[src/rtl/ram_stream_reader.sv]
// ram_stream_reader: read-side sequencer for a registered-read block RAM.
// Walks base_addr .. base_addr+length-1 on the RAM read port, absorbs the
// one-cycle read latency and streams the words out over valid/ready through
// a two-entry output buffer.
// Optional build macro RAM_STREAM_READER_STRIDE_EN adds a per-transfer
// address stride port; without it the address step is fixed at 1.
module ram_stream_reader #(
  parameter int DATA_WIDTH = 32,
  parameter int ADDR_WIDTH = 32,
  parameter int LEN_WIDTH  = 16
) (
  input  logic                  clk,
  input  logic                  rst,
  input  logic                  start,
  input  logic [ADDR_WIDTH-1:0] base_addr,
  input  logic [LEN_WIDTH-1:0]  length,
`ifdef RAM_STREAM_READER_STRIDE_EN
  input  logic [ADDR_WIDTH-1:0] stride,
`endif
  output logic                  busy,
  output logic                  done,
  output logic [ADDR_WIDTH-1:0] ram_r_addr,
  input  logic [DATA_WIDTH-1:0] ram_rd,
  output logic [DATA_WIDTH-1:0] out_data,
  output logic                  out_valid,
  input  logic                  out_ready,
  output logic                  out_last
);

  typedef enum logic [1:0] {S_IDLE, S_READ, S_DRAIN, S_DONE} state_t;

  state_t                state, state_nxt;

  logic [LEN_WIDTH-1:0]  len_reg;
  logic [LEN_WIDTH-1:0]  issued_cnt;
  logic [LEN_WIDTH-1:0]  delivered_cnt;
  logic [ADDR_WIDTH-1:0] step;
  logic                  accept;
  logic                  issue;
  logic                  issue_last;
  logic                  pop;
  logic [1:0]            occ;

  // Read issued last cycle; its data is on ram_rd this cycle.
  logic                  vld_p1;
  logic                  last_p1;

  // Two-entry output buffer; entry 0 is the word being presented.
  logic [DATA_WIDTH-1:0] buf0_data, buf1_data;
  logic                  buf0_last, buf1_last;
  logic [1:0]            buf_cnt;

`ifdef RAM_STREAM_READER_STRIDE_EN
  logic [ADDR_WIDTH-1:0] stride_reg;

  // Stride is a per-transfer setting captured with the start command.
  always_ff @(posedge clk) begin
    if (start && (state == S_IDLE)) begin
      stride_reg <= stride;
    end
  end

  assign step = stride_reg;
`else
  assign step = ADDR_WIDTH'(1);
`endif

  assign accept     = (state == S_IDLE) && start;
  assign pop        = out_valid && out_ready;
  // A word leaving this cycle frees its slot for a read issued this cycle,
  // which is what keeps the stream at one word per cycle.
  assign occ        = buf_cnt - {1'b0, pop} + {1'b0, vld_p1};
  assign issue_last = (issued_cnt == len_reg - LEN_WIDTH'(1));
  assign issue      = (state == S_READ) && (occ < 2'd2);

  assign out_valid  = (buf_cnt != 2'd0);
  assign out_data   = buf0_data;
  assign out_last   = buf0_last;

  // State register.
  always_ff @(posedge clk) begin
    if (rst) begin
      state <= S_IDLE;
    end else begin
      state <= state_nxt;
    end
  end

  // Next-state and status outputs.
  always_comb begin
    state_nxt = state;
    busy      = 1'b0;
    done      = 1'b0;
    case (state)
      S_IDLE: begin
        if (start) begin
          state_nxt = (length == '0) ? S_DONE : S_READ;
        end
      end
      S_READ: begin
        busy = 1'b1;
        if (issue && issue_last) begin
          state_nxt = S_DRAIN;
        end
      end
      S_DRAIN: begin
        busy = 1'b1;
        if (pop && (delivered_cnt == len_reg - LEN_WIDTH'(1))) begin
          state_nxt = S_DONE;
        end
      end
      S_DONE: begin
        done      = 1'b1;
        state_nxt = S_IDLE;
      end
      default: state_nxt = S_IDLE;
    endcase
  end

  // Address walk, issue/delivery counters and the in-flight read stage.
  always_ff @(posedge clk) begin
    if (rst) begin
      len_reg       <= '0;
      issued_cnt    <= '0;
      delivered_cnt <= '0;
      ram_r_addr    <= '0;
      vld_p1        <= 1'b0;
      last_p1       <= 1'b0;
    end else begin
      vld_p1  <= issue;
      last_p1 <= issue && issue_last;
      if (accept) begin
        len_reg       <= length;
        issued_cnt    <= '0;
        delivered_cnt <= '0;
        ram_r_addr    <= base_addr;
      end else begin
        if (issue) begin
          issued_cnt <= issued_cnt + LEN_WIDTH'(1);
          // After the final issue the address stays on the last word read.
          if (!issue_last) begin
            ram_r_addr <= ram_r_addr + step;
          end
        end
        if (pop) begin
          delivered_cnt <= delivered_cnt + LEN_WIDTH'(1);
        end
      end
    end
  end

  // Output buffer: capture returning RAM data, shift forward on handshake.
  always_ff @(posedge clk) begin
    if (rst) begin
      buf0_data <= '0;
      buf1_data <= '0;
      buf0_last <= 1'b0;
      buf1_last <= 1'b0;
      buf_cnt   <= 2'd0;
    end else begin
      case ({vld_p1, pop})
        2'b10: begin
          if (buf_cnt == 2'd0) begin
            buf0_data <= ram_rd;
            buf0_last <= last_p1;
          end else begin
            buf1_data <= ram_rd;
            buf1_last <= last_p1;
          end
          buf_cnt <= buf_cnt + 2'd1;
        end
        2'b01: begin
          buf0_data <= buf1_data;
          buf0_last <= buf1_last;
          buf_cnt   <= buf_cnt - 2'd1;
        end
        2'b11: begin
          if (buf_cnt == 2'd1) begin
            buf0_data <= ram_rd;
            buf0_last <= last_p1;
          end else begin
            buf0_data <= buf1_data;
            buf0_last <= buf1_last;
            buf1_data <= ram_rd;
            buf1_last <= last_p1;
          end
        end
        default: ;
      endcase
    end
  end

endmodule

[config.mk]
export PLATFORM = sky130hd
export DESIGN_NAME = ram_stream_reader
export DESIGN_NICKNAME = d
export VERILOG_FILES = /design/src/rtl/ram_stream_reader.sv
export SDC_FILE = /design/constraint.sdc
export NUM_CORES = 1
export LEC_CHECK = 0
export ABC_CLOCK_PERIOD_IN_PS = 3500
export BUFFER_PORTS_ARGS = -buffer_cell sky130_fd_sc_hd__buf_4
export CORE_UTILIZATION = 40
export DETAILED_ROUTE_END_ITERATION = 6
export PLACE_DENSITY = 0.61
export SLEW_MARGIN = 40
export SYNTH_ARGS = -nofsm -noshare
export SYNTH_HDL_FRONTEND = slang
export SYNTH_SLANG_ARGS = --single-unit
[constraint.sdc]
create_clock -name clk -period 3.5 [get_ports clk]
set_input_delay 0.175 -clock clk [delete_from_list [all_inputs] [get_ports clk]]
set_output_delay 0.175 -clock clk [all_outputs]
set_load 0.02 [all_outputs]
# == Yosys cells after proc, flatten, opt, wreduce, memory -nomap -nowiden ==
# Index checks and enable logic that the tools add are counted.
# classes
n_addsub,8
magnitude_cmp,1
eq_ne,16
n_mux,23
n_reduce_logical,19
# ops
operator,count
$mux 32,7
$pmux 32 s3,1
$pmux 32 s2,1
$add 16x1->16 const B,2
$add 32x1->32 const B,1
$eq 16x16->1,2
$logic_not 16->1,1
$sub 16x1->16 const B,1
$ne 2x2->1 const B,6
$eq 2x2->1 const B,4
$mux 2,4
$pmux 2 s4,1
$reduce_bool 2->1,4
$eq 2x1->1 const B,3
$mux 1,6
$reduce_and 3->1,2
$logic_and 1x1->1,5
$logic_not 2->1,2
$pmux 2 s2,1
$reduce_and 2->1,2
$reduce_or 2->1,2
$pmux 1 s3,1
$reduce_bool 3->1,1
$add 2x1->2,1
other kinds (6),6
# totals
reg_bits,152
in_bits,84
out_inout_bits,68
elab_cells,79

# == Longest topological paths before layout ==
# depth
depth_word,9
ltp_mapped,14
ltp_nobuf,12

# == Worst setup path after synthesis ==
# Ideal clock, no wire load.
# synth_timing
kind,register to register
from,register len_reg[0]
to,register ram_r_addr[1]
arrival_time_ns,2.904
required_ns,3.368
slack_ns,0.464
path_stages_with_launch,14
n_path_buf,3
path_cell_list,dfxtp_1 -> inv_1 -> ha_1 -> or3b_1 -> clkbuf_1 -> nor3_1 -> a21oi_1 -> nor4_1 -> nand3b_4 -> o21ai_4 -> buf_6 -> buf_6 -> mux2i_1 -> a21oi_1
# synth_between
elab_chain_len,4
# synth_rtl
item,line_no,rtl
from (decl),34,logic [LEN_WIDTH-1:0] len_reg;
from (signal assigned),133,len_reg <= length;
$sub 16x1->16,73,assign issue_last = (issued_cnt == len_reg - LEN_WIDTH'(1));
$eq 16x16->1,73,
$ne 2x2->1 (no source line),--,
$reduce_and 2->1 (no source line),--,
to (signal assigned),136,ram_r_addr <= base_addr;
to (signal assigned),142,ram_r_addr <= ram_r_addr + step;
to (decl),22,"output logic [ADDR_WIDTH-1:0] ram_r_addr,"
# Every way passes these cells.
# A chain may end at the register's enable or synchronous reset.

# == Final worst setup path ==
# layout_timing
from,register len_reg[0]
to,register ram_r_addr[23]
# Same word-level chain as after synthesis.

==> metrics list <==
* Result of the run: finished clean
- The analysis attributes to cell leakage a power of between 3 and 4 nW.
* Die Span X: 142.4 um
- At the pin with the least slew margin, the transition time is ~0.83 ns.
- Global routing finished with a remaining overflow of 0.
- Sequence of cells on the critical path: inv_1 > ha_1 > or3b_4 > or4b_4 > xnor2_1 > nor2_1 > nand4_4 > o2111ai_4 > buf_12 > or4_1 > a31oi_1
* Synthesized-area fraction occupied by and/or/nand/nor cells: a little under a quarter
- The worst setup path is launched from a flop.
- Setup repair after global routing left no endpoint under its margin.
* Origin of the critical flop-to-flop path: len_reg[0]
- For the final database, setup skew stands at 0.01893 ns.
* Share of the synthesized area in compound gates (AO/OA/AOI/OAI): around 21%
- Yosys reg bits: 152
- Slowest cell delay on critical path: roughly 0.55 ns
* Warnings from Yosys: 0
* Depth of the most critical reg-to-reg path: 11
- Summing the areas of all fa, ha and maj instances in the mapped netlist gives ~2.4% of the synthesized area.
* Total track usage: about a quarter
- Area growth syn-to-layout: 31.42%
- The path class of the tightest hold or removal check is primary input to flop.
- After synthesis, the mean cell area works out to a little over 8 um^2.
- Filler cell count: roughly 1,800
- In this run, synthesis inferred 0 flip-flops with an integrated enable.
- In the final timing run, aggregate negative setup slack is 0 ns.
- Achievable Freq: between 300 and 400 MHz
- Counting every instance in the synthesized netlist gives approximately 960.
- Shortest period the worst path allows: about 3.3 ns
- The worst register-to-register path ends at ram_r_addr[23].
- Summed over its instances, the top area cell type makes up between 30 and 40% of the synthesized netlist area.
- The H-tree was split into 4 levels.
- TritonCTS buffer count: 17
* Largest net degree at the start of global routing: just over 90
* Placed wire-length estimate: 16.29 mm
- With fillers left out, the area of the finished cells amounts to roughly 10,000 um^2.
* Synth area leader: sky130_fd_sc_hd__dfxtp_1
- Initial Utilization: 41.45%
- Synthesized-area fraction occupied by xor and xnor cells: under 10%
- Once placement finished, the instance area stood at just over 9000 um^2.
- The post-route netlist has about a fifth of its cells at a drive strength greater than 1.
* Number of antenna violations at the first check in global routing: 0
* Top library cells by usage in the layout, fill and taps aside: sky130_fd_sc_hd__buf_4, sky130_fd_sc_hd__dfxtp_1, sky130_fd_sc_hd__nand2_1, sky130_fd_sc_hd__nor2_1, sky130_fd_sc_hd__a21oi_1
* Worst setup path class: flop to flop
- The clock reaches the later pin of the worst-skew pair after around 0.44 ns.
- The worst hold path passes through 3 cells.
- The number of global-route vias before repair is 7,084.
- The detailed router finished its first iteration with approximately 420 violations.
- Buffers placed on the I/O ports in this run total approximately 150.
- Most used DFF post-synth: sky130_fd_sc_hd__dfxtp_1
* I/O pins: 152
- Antenna diode instance count: 0
- In the global route stage, met1 resource usage came out at 30.95%.
- Synthesis instantiated 60 different standard cells from the library.
- Cell Pwr Density: about 740 nW/um^2
* Required time worst endpoint: just under 4 ns
- Top fanout value on the critical path: 11
- MaxCap Viol Count: 0
* Core Footprint: 19,020 um^2
- Final Hold Viols: 0
- By area, the combinational part of the netlist is dominated by simple AND/OR/NAND/NOR gates.
* Capture endpoint of the worst hold path: len_reg[13]
* Critical path's top delay family: simple AND/OR/NAND/NOR gates
- Final setup violating endpoints: 0
* CTS tree: built
* Max-Slew Margin vs Limit: 44.43%
- For this run, global-route usage on met3 was measured as 4.542%.
- Die Span Y: about 140 um
- At the worst endpoint, the arrival time is approximately 3.6 ns.
- In the routed design, unresolved DRC markers number 0.
* Via density per instance: between 5 and 6
* Number of nets in the layout: 1,235
- The first global-routing pass estimated 37.37 mm of wire.
* R2R Setup Slk: 0.23 ns
- The clock net in this run drives a total of 152 sinks.
- The global routing stage identified its most utilized layer as met2.
* Share of flip-flops with an asynchronous set or reset after synthesis: 0%
- Via count: around 7,600
- Worst-path clk slew: 0.07 ns
- Worst path bufs/invs: 2
- Global routing used between 30% and 40% of the available met2 tracks.
- Cell chosen for the clock root: sky130_fd_sc_hd__clkbuf_16
- At the end of routability-driven placement, the weighted congestion stood at 0.8847.
- Leading cell type in the layout, fill and taps excluded: sky130_fd_sc_hd__buf_4
- On the critical path, the stage with the largest delay is an instance of sky130_fd_sc_hd__or4b_4.
* Total iterations of the first detailed-routing run: 7
* Detailed-route wire length: ~24 mm
- Syn nets: around 1,100
* Worst min-delay path startpoint: length[13]
- The clock passes through at most 2 buffers.
* WL per Instance: around 17 um
* Part of the cycle the worst path needs: a little over 90%
- In this run the core area contains 50 standard-cell rows.
* DIE AREA: slightly above 20,000 um^2
- IR analysis of the VDD net gives a maximum drop of 0.4926 mV.
* Cell types with the largest area share after synthesis: sky130_fd_sc_hd__dfxtp_1, sky130_fd_sc_hd__nand2_1, sky130_fd_sc_hd__xor2_1, sky130_fd_sc_hd__a21oi_1, sky130_fd_sc_hd__nor2_1
* DRT antenna net count: 0
* Multiplexer share of the synthesized area: about 1.1%
- Netlist area before placement: between 7000 and 8000 um^2
- CP endpoint kind: flop
* Final number of max-transition violations: 0
- Sequential element share of the synthesized area: approximately two fifths
## synth_stat cells (all sizes together) (8+ instances only)
library cell	count
or3	12
and4	8
mux2i	8
a22oi	34
nand2	140
o31ai	14
nor3	13
and3	15
xnor2	28
inv	19
ha	15
nor2	82
nor4	14
a21oi	67
nand3	22
buf	14
or4	15
dfxtp	152
o21ai	47
clkbuf	54
a211oi	38
a31oi	24
nand4	18
xor2	42
## kinds of logic (layout without fill, tap and decap cells)
family,after synthesis,after routing
AO/OA/AOI/OAI,253,254
buffers and inverters,87,274
adder cells (fa/ha/maj),15,15
flip-flops,152,152
AND/OR/NAND/NOR,373,373
multiplexers,8,8
XOR/XNOR,73,73
## cell type report
class | count | area, um^2 | share of cell area, %
sequential | 152 | 3043 | 29.37
clock buffer | 17 | 425.4 | 4.106
multi-input combinational | 723 | 4517 | 43.59
inverter | 19 | 71.32 | 0.6883
clock inverter | 15 | 193.9 | 1.872
tap | 260 | 325.3 | 3.140
timing repair buffer | 223 | 1785 | 17.23
## worst max-delay path by stage
stage	start	to	slack, ns	depth (start not counted)
global route	len_reg[0]	ram_r_addr[23]	0.02	11
global placement	len_reg[0]	ram_r_addr[11]	0.16	11
CTS	len_reg[0]	ram_r_addr[0]	0.07	10
detailed placement	len_reg[0]	ram_r_addr[11]	0.11	11
finish	len_reg[0]	ram_r_addr[23]	0.23	11
floorplan	len_reg[0]	ram_r_addr[1]	0.46	13
## what timing repair did
action / in CTS / in global routing
endpoints found under the setup margin: 0 / 20
endpoints found under the hold margin: 38 / 0
hold buffers: 38 / 0
buffers inserted: 0 / 1
gates resized for setup: 0 / 3
## stage by stage
stage	worst slack, ns	hold WS, ns	util [%]	std cells	power (mW)
5_1_grt	0.01955	0.01472	54.48	1409	8.174
3_3_place_gp	0.1582	0.4039	48.97	1337	5.772
4_1_cts	0.06635	0.0001814	54.24	1407	7.708
6_report	0.2254	0.01922	54.48	1409	7.702
2_1_floorplan	0.4639	0.3054	-	961	4.610
3_5_place_dp	0.1058	0.4110	48.99	1337	5.787
## layer usage
layer  vias up  wire (um)
met4         0        342
met2       170      11430
met1      3585      10900
li1       3822          -
met5         -          0
met3        22       1055
## power by group
part           switching (mW)  internal [mW]
Sequential              0.336           2.11
Clock                   0.898          0.974
Combinational            2.02           1.36
Total                    3.25           4.45
## worst min-delay path: cells and delay by family
kind                   cells  cell delay [ns]
and+or+nand+nor            1             0.06
buffers and inverters      1             0.12
AOI/OAI and AO/OA          1             0.05
(Power assumes the default switching activity.)
